File: config.mk
export PLATFORM = sky130hd
export DESIGN_NAME = clock_enable_gen
export DESIGN_NICKNAME = d
export VERILOG_FILES = /design/src/rtl/clock_enable_gen.sv
export SDC_FILE = /design/constraint.sdc
export NUM_CORES = 1
export LEC_CHECK = 0
export ABC_AREA = 1
export BUFFER_PORTS_ARGS = -buffer_cell sky130_fd_sc_hd__buf_2
export CORE_ASPECT_RATIO = 1.2
export CORE_MARGIN = 5
export CORE_UTILIZATION = 25
export CTS_CLUSTER_SIZE = 24
export DETAILED_ROUTE_END_ITERATION = 16
export GPL_ROUTABILITY_DRIVEN = 0
export HOLD_SLACK_MARGIN = 0.1
export PLACE_DENSITY = 0.4
export SLEW_MARGIN = 20
export SYNTH_ARGS = -nofsm -noshare
export SYNTH_HDL_FRONTEND = slang
export SYNTH_SLANG_ARGS = --single-unit
File: constraint.sdc
create_clock -name clk -period 2.2 [get_ports clk]
set_clock_uncertainty 0.05 [all_clocks]
set_input_delay 0 -clock clk [delete_from_list [all_inputs] [get_ports clk]]
set_output_delay 0 -clock clk [all_outputs]
set_load 0.05 [all_outputs]
File: src/rtl/clock_enable_gen.sv
// Multi-channel clock divider / clock-enable generator.
// Each channel produces a 50%-duty divided clock with half period div_act cycles, plus a
// one-cycle tick on every rising edge of that divided clock. Divisor writes to a running
// channel are shadowed until the next half-period boundary, so no half period is cut short.
module clock_enable_gen #(
   parameter int unsigned NUM_CH = 3,
   parameter int unsigned CNT_W  = 28,
   parameter logic [NUM_CH*CNT_W-1:0] DIV_INIT = {28'd1000000, 28'd100000, 28'd2},
   parameter int unsigned CH_W   = (NUM_CH > 1) ? $clog2(NUM_CH) : 1
) (
   input  logic              clk,
   input  logic              clr,
   input  logic              en,
   input  logic [NUM_CH-1:0] ch_en,
   input  logic              sync,
   input  logic              wr_en,
   input  logic [CH_W-1:0]   wr_ch,
   input  logic [CNT_W-1:0]  wr_div,
   output logic [NUM_CH-1:0] div_clk,
   output logic [NUM_CH-1:0] tick,
   output logic [NUM_CH-1:0] busy
);

   for (genvar gi = 0; gi < NUM_CH; gi++) begin : g_ch
      localparam logic [CNT_W-1:0] DivRst = DIV_INIT[gi*CNT_W +: CNT_W];

      logic [CNT_W-1:0] r_cnt;
      logic [CNT_W-1:0] r_div_act;
      logic [CNT_W-1:0] r_div_shd;
      logic             r_pend;
      logic             r_div_clk;
      logic             r_tick;

      logic             w_run;
      logic             w_wrap;
      logic             w_wr_hit;

      // A zero divisor freezes the channel just like a cleared enable.
      assign w_run    = en & ch_en[gi] & (r_div_act != '0);
      assign w_wrap   = w_run & (r_cnt == (r_div_act - CNT_W'(1)));
      // Out-of-range channel indices never match any channel, so such writes are dropped.
      assign w_wr_hit = wr_en & (wr_ch == CH_W'(gi));

      // Channel state: reset, phase restart, then counting with shadowed divisor updates.
      always_ff @(posedge clk) begin
         if (clr) begin
            r_cnt     <= '0;
            r_div_clk <= 1'b0;
            r_tick    <= 1'b0;
            r_pend    <= 1'b0;
            r_div_act <= DivRst;
            r_div_shd <= DivRst;
         end else if (sync) begin
            r_cnt     <= '0;
            r_div_clk <= 1'b0;
            r_tick    <= 1'b0;
            if (r_pend) begin
               r_div_act <= r_div_shd;
               r_pend    <= 1'b0;
            end
            // A write coinciding with sync goes straight to the active divisor.
            if (w_wr_hit) begin
               r_div_act <= wr_div;
               r_pend    <= 1'b0;
            end
         end else begin
            if (!w_run) begin
               r_tick <= 1'b0;
            end else if (w_wrap) begin
               r_cnt     <= '0;
               r_div_clk <= ~r_div_clk;
               r_tick    <= ~r_div_clk;
               if (r_pend) begin
                  r_div_act <= r_div_shd;
                  r_pend    <= 1'b0;
               end
            end else begin
               r_cnt  <= r_cnt + CNT_W'(1);
               r_tick <= 1'b0;
            end

            // Later assignments override the wrap-time shadow load: the newest write wins.
            if (w_wr_hit) begin
               if (w_run && !w_wrap) begin
                  r_div_shd <= wr_div;
                  r_pend    <= 1'b1;
               end else begin
                  r_div_act <= wr_div;
                  r_pend    <= 1'b0;
                  if (!w_run) begin
                     r_cnt <= '0;
                  end
               end
            end
         end
      end

      assign div_clk[gi] = r_div_clk;
      assign tick[gi]    = r_tick;
      assign busy[gi]    = r_pend;
   end

endmodule

---- After elaboration in Yosys (flattened, before gate mapping) ----
Cells that the tools add are included.
storage, ports and cells
  flip-flop bits (word level) ............. 261
  input bits .............................. 38
  output and inout bits ................... 9
  word-level logic and storage cells ...... 128
operators by class
  add/subtract/negate cells ............... 6
  equal/unequal tests ..................... 5
  multiplexer cells ....................... 48
  bitwise operators ....................... 22
  reductions and logical operators ........ 29
operators with widths
  operator                                                               count
  28-bit 2-to-1 mux                                                      36
  28-bit by 1-bit adder with 28-bit output (second input constant)       3
  28-bit == test                                                         3
  28-bit nonzero test                                                    3
  28-bit by 1-bit subtractor with 28-bit output (second input constant)  3
  1-bit bitwise AND                                                      12
  1-bit 2-to-1 mux                                                       12
  2-bit AND reduction                                                    6
  2-bit nonzero test                                                     6
  4-bit OR reduction                                                     3
  1-bit inverter                                                         10
  3-bit AND reduction                                                    3
  1-bit logical AND                                                      3
  1-bit zero test                                                        3
  2-bit by 1-bit == test with 1-bit output (second input constant)       1
  2-bit == test (second input constant)                                  1
  2-bit zero test                                                        1
  2-bit OR reduction                                                     1

---- Longest topological paths before layout ----
  depth in word-level cells ............... 8
  gate-level depth with buffers ........... 21
  depth with buffers taken out ............ 20

---- Least setup slack after synthesis ----
OpenSTA, ideal clock, no wires.
  kind .................................... register to register
  from .................................... register g_ch[1].r_div_act[0]
  to ...................................... register g_ch[1].r_cnt[9]
  setup time .............................. 133 ps
  arrival time ............................ 2267 ps
  slack ................................... -250 ps
  stages on the path, launching flop included .. 18
  path buffers ............................ 1
  period minus slack after synthesis ...... 2450 ps
  path through ............................ dfxtp_1 > inv_1 > ha_1 > nand2_2 > nor2_4 > nand2_1 > xor2_1 > inv_1 > nand2_1 > nor2_1 > nand2_1 > nor2_2 > nand3_4 > nand2_4 > inv_2 > o21ai_2 > buf_4 > nor3_1
between the ends
  word-level cells in the longest chain between the ends .. 8
  elaborated cells on any way between the ends .. 12
  classes of those cells .................. add/sub: 1; eq/ne: 1; mux: 5; bitwise: 2; reduce/logical: 3
RTL lines
  what                                                                                         RTL line  RTL
  from (decl)                                                                                  28        logic [CNT_W-1:0] r_div_act;
  from (signal assigned)                                                                       51        r_div_act <= DivRst;
  from (signal assigned)                                                                       58        r_div_act <= r_div_shd;
  from (signal assigned)                                                                       63        r_div_act <= wr_div;
  28-bit by 1-bit subtractor with 28-bit output / 28-bit nonzero test (equally long branches)  40, 39
  28-bit == test / 1-bit bitwise AND (equally long branches)                                   40, 39
  1-bit bitwise AND                                                                            40        assign w_wrap = w_run & (r_cnt == (r_div_act - CNT_W'(1)));
  28-bit 2-to-1 mux                                                                            69        end else if (w_wrap) begin
  28-bit 2-to-1 mux                                                                            67        if (!w_run) begin
  28-bit 2-to-1 mux                                                                            90        if (!w_run) begin
  28-bit 2-to-1 mux                                                                            84        if (w_run && !w_wrap) begin
  28-bit 2-to-1 mux (*)                                                                        83        if (w_wr_hit) begin
  to (signal assigned)                                                                         78        r_cnt <= r_cnt + CNT_W'(1);
  to (decl)                                                                                    27        logic [CNT_W-1:0] r_cnt;
Every way passes the cells marked *; elsewhere a longest branch is shown, timed or not.
A chain may end at the register's enable or synchronous reset.

---- Worst setup path after layout ----
  from .................................... register g_ch[2].r_div_act[0]
  to ...................................... register g_ch[2].r_div_act[24]
between the ends
  word-level cells in the longest chain between the ends .. 8
  elaborated cells on any way between the ends .. 12
  classes of those cells .................. add/sub: 1; eq/ne: 1; mux: 5; bitwise: 2; reduce/logical: 3
RTL lines
  what                                                                                         RTL line  RTL
  from (decl)                                                                                  28
  from (signal assigned)                                                                       51
  from (signal assigned)                                                                       58
  from (signal assigned)                                                                       63
  28-bit by 1-bit subtractor with 28-bit output / 28-bit nonzero test (equally long branches)  40, 39
  28-bit == test / 1-bit bitwise AND (equally long branches)                                   40, 39
  1-bit bitwise AND                                                                            40
  28-bit 2-to-1 mux / 1-bit zero test (equally long branches)                                  69, 84
  28-bit 2-to-1 mux / 1-bit logical AND (equally long branches)                                67, 84
  28-bit 2-to-1 mux                                                                            84
  28-bit 2-to-1 mux (*)                                                                        83
  28-bit 2-to-1 mux (*)                                                                        53        end else if (sync) begin
Marks and branches as above.

==> out/metrics.yaml <==
outcome:
  status: "finished, violations left"
  violations: "setup timing"
floorplanning:
  die_height_um: 315.9
  die_x_um: 264.9
  top_level_ports: 47
  start_util: 0.2515
  die_area_um2: 83670
  core-area_um2: 77490
  rows: 112
sta:
  max_slew_margin: 0.4371
  hold-worst-slack_ns: 0.2244
  rsz0062_at_grt: "yes"
  clock.fmax_mhz: 365.8
  worst_pin_slew_ns: 0.8443
  setup-violations-final: 261
  setup_slack_ns: -0.5339
  fin_crit_sh: 1.243
  final.setup.tns_ns: -107.63
  slew_viol_final: 0
  fin_crit_ns: 2.734
  hold_viol_final: 0
final_layout:
  area_delta_synth_final_pct: 53.40
  layout-drive-gt1-share: 0.3204
  fin_cells: 4901
  final_util: 0.3858
  layout.nets: 3894
  nFillCells: 8356
run:
  maxCapViolations: 0
power:
  intPower_mw: 10.64
  ir_worst_vdd_v: 0.0004086
  share_comb_of_total_power: 0.239
  clockPowerShare: 0.435
  p_seq_frac: 0.326
  switching_power_mw: 4.731
  p_leak_nw: 13.58
  switching_share: 0.3078
  power.density_nw_per_um2: 514.0
critical_path:
  cp.arrival_ns: 3.17
  cp_max_fo: 8
  critPathRequiredTime_ns: 2.63
  critical_path_class: "flop to flop"
  endpoint_kind: "flop"
  cp-start-kind: "flop"
logic_synthesis:
  synth_area_per_cell_um2: 6.032
  synthTopCellsByCount: "nand2_1 (810), inv_1 (433), o21ai_0 (283), dfxtp_1 (261), nand3_1 (261)"
  synth_cell_types: 55
  yosys_warnings: 0
  ys_seq_elements: 261
  netlist_instances: 3231
  synth_area_leader_cell: "dfxtp_1"
  syn-cell-area_um2: 19490
  synth.area.top_cells: "dfxtp_1 (27%), nand2_1 (16%), inv_1 (8.3%), o21ai_0 (7.3%), nand3_1 (6.7%)"
  synth_fp_nets: 3278
  synth_most_common_cell: "nand2_1"
  yosys.area.top_type_share: 0.2681
  synth_edf_count: 0
  yosysSeqAreaShare: 0.2681
  async_reset_ff_frac: 0
  synth_ff_type: "dfxtp_1"
detailed_routing:
  antenna_left: 0
  drt_pass1_iterations: 5
  vias: 22650
  viasPerCell: 4.621
  drc: 0
  dr.first_iter.drc_count: 1147
  detail_route.wl_per_cell_um: 17.79
  drt_wl_total_mm: 87.21
cts:
  cts-root-buf: "clkbuf_16"
  insertion_delay_ns: 0.56
  cts_sinks: 261
  cts.clk_slew.worst_paths_ns: 0.06
  cts_max_path_buffers: 3
  tritoncts: "done"
  cts_buffers: 36
  htreeDepth: 2
global_route:
  grt_pass1_vias: 21590
  grt_use_met2: 0.3585
  grt_overflow: 0
  grt_util_met1: 0.2466
  grt_max_degree: 66
  grt.total_usage: 0.1960
  antenna_found_initial: 3
  grt_busiest_layer: "met2"
  grt_util_met3: 0.02047
  grt_first_pass_wirelength_mm: 128.6
placement:
  dp_cells: 4698
  dpl.hpwl_mm: 63.03
  io_buffers: 46
hold_path:
  min_path_type: "primary input to flop"
[layer usage]
| layer | vias to the layer above | part of all wire |
|---|---|---|
| li1 | 11700 | - |
| met1 | 10470 | 0.43 |
| met2 | 376 | 0.51 |
| met3 | 96 | 0.032 |
| met4 | 2 | 0.026 |
| met5 | - | 0.00015 |
[worst max-delay path: stages, from the launching register on]
cell      delay (ns)
dfxtp_1         0.31
inv_2           0.09
buf_4           0.12
nand2_4         0.07
nor2_8          0.22
nand2_4         0.11
nor2_2          0.14
xor2_1          0.22
nand3_1         0.15
nor2_4          0.19
buf_4           0.14
nand4_4         0.14
buf_12          0.18
clkinv_8        0.07
buf_12          0.15
nand2_1         0.05
nand3_1         0.06
nand2_1         0.05
a21oi_1         0.12
[power by group through the flow]
stage                     Sequential, mW  Clock (mW)  Combinational (mW)
final                               5.01        6.69                3.67
after global routing                5.02        7.07                4.00
after CTS                           5.00        6.95                3.39
after detailed placement            5.09           0                3.08
after global placement              5.09           0                3.10
after floorplan                     5.06           0                1.67
[placed cells by master (no fill, tap or decap), drive strengths merged, types with 25 or more instances in the layout]
master and instances:
nand4 83, nand3 273, o21ai 307, buf 684, dfxtp 261, dlygate4sd3 36, clkbuf 67, nor3 62
nor2 300, inv 449, a21oi 237, nor4 25, nand2 826, xor2 105, xnor2 33
[final cells by class]
| cell class | instances | area, um2 | area share |
|---|---|---|---|
| diodes | 2 | 5.005 | 0.0001674 |
| well taps | 1026 | 1284 | 0.04294 |
| clock inverters | 10 | 227.7 | 0.007617 |
| flip-flops and latches | 261 | 5279 | 0.1766 |
| multi-input cells | 2357 | 13530 | 0.4526 |
| clock buffers | 54 | 1080 | 0.03612 |
| repair inverters | 3 | 31.28 | 0.001046 |
| inverters | 453 | 1752 | 0.05859 |
| repair buffers | 735 | 6706 | 0.2243 |
[through the flow]
| stage | area [um2] | total power, mW | setup slack, ns |
|---|---|---|---|
| 6_report | 29900 | 15.37 | -0.5339 |
| 2_1_floorplan | 19860 | 6.728 | -0.1182 |
| 5_1_grt | 29890 | 16.10 | -0.7434 |
| 3_3_place_gp | 25050 | 8.193 | -0.6825 |
| 4_1_cts | 28020 | 15.34 | -0.4966 |
| 3_5_place_dp | 25050 | 8.175 | -0.7266 |
[state kept, by name, summed over array words and instances, names as in the netlist]
register	count
g_ch.r_tick	3
g_ch.r_div_shd	84
g_ch.r_pend	3
g_ch.r_div_clk	3
g_ch.r_div_act	84
g_ch.r_cnt	84
[logic make-up after synthesis]
group / after synthesis / share of synthesized area
compound gates: 595 / 0.1619
xor+xnor: 138 / 0.06240
fa+ha+maj: 9 / 0.005778
buf+inv: 615 / 0.1278
flops: 261 / 0.2681
simple gates: 1613 / 0.3740
[worst paths after layout]
path | start | endpoint | slack, ns | cells after the start
worst min-delay path | en | g_ch[0].r_cnt[2] | 0.22 | 8
worst max-delay path | g_ch[2].r_div_act[0] | g_ch[2].r_div_act[24] | -0.53 | 18
worst min register to register | g_ch[0].r_div_shd[10] | g_ch[0].r_div_shd[10] | 0.40 | 2
worst max register to register | g_ch[2].r_div_act[0] | g_ch[2].r_div_act[24] | -0.53 | 18
[what timing repair did]
| action | CTS | global route |
|---|---|---|
| pin swaps | 51 | 104 |
| setup endpoints to repair | 261 | 261 |
| endpoints found under the hold margin | 185 | 0 |
| resized for setup | 212 | 369 |
| gates cloned | 13 | 18 |
| buffers inserted | 41 | 39 |
| hold buffers | 37 | 0 |
(Power assumes the default switching activity.)
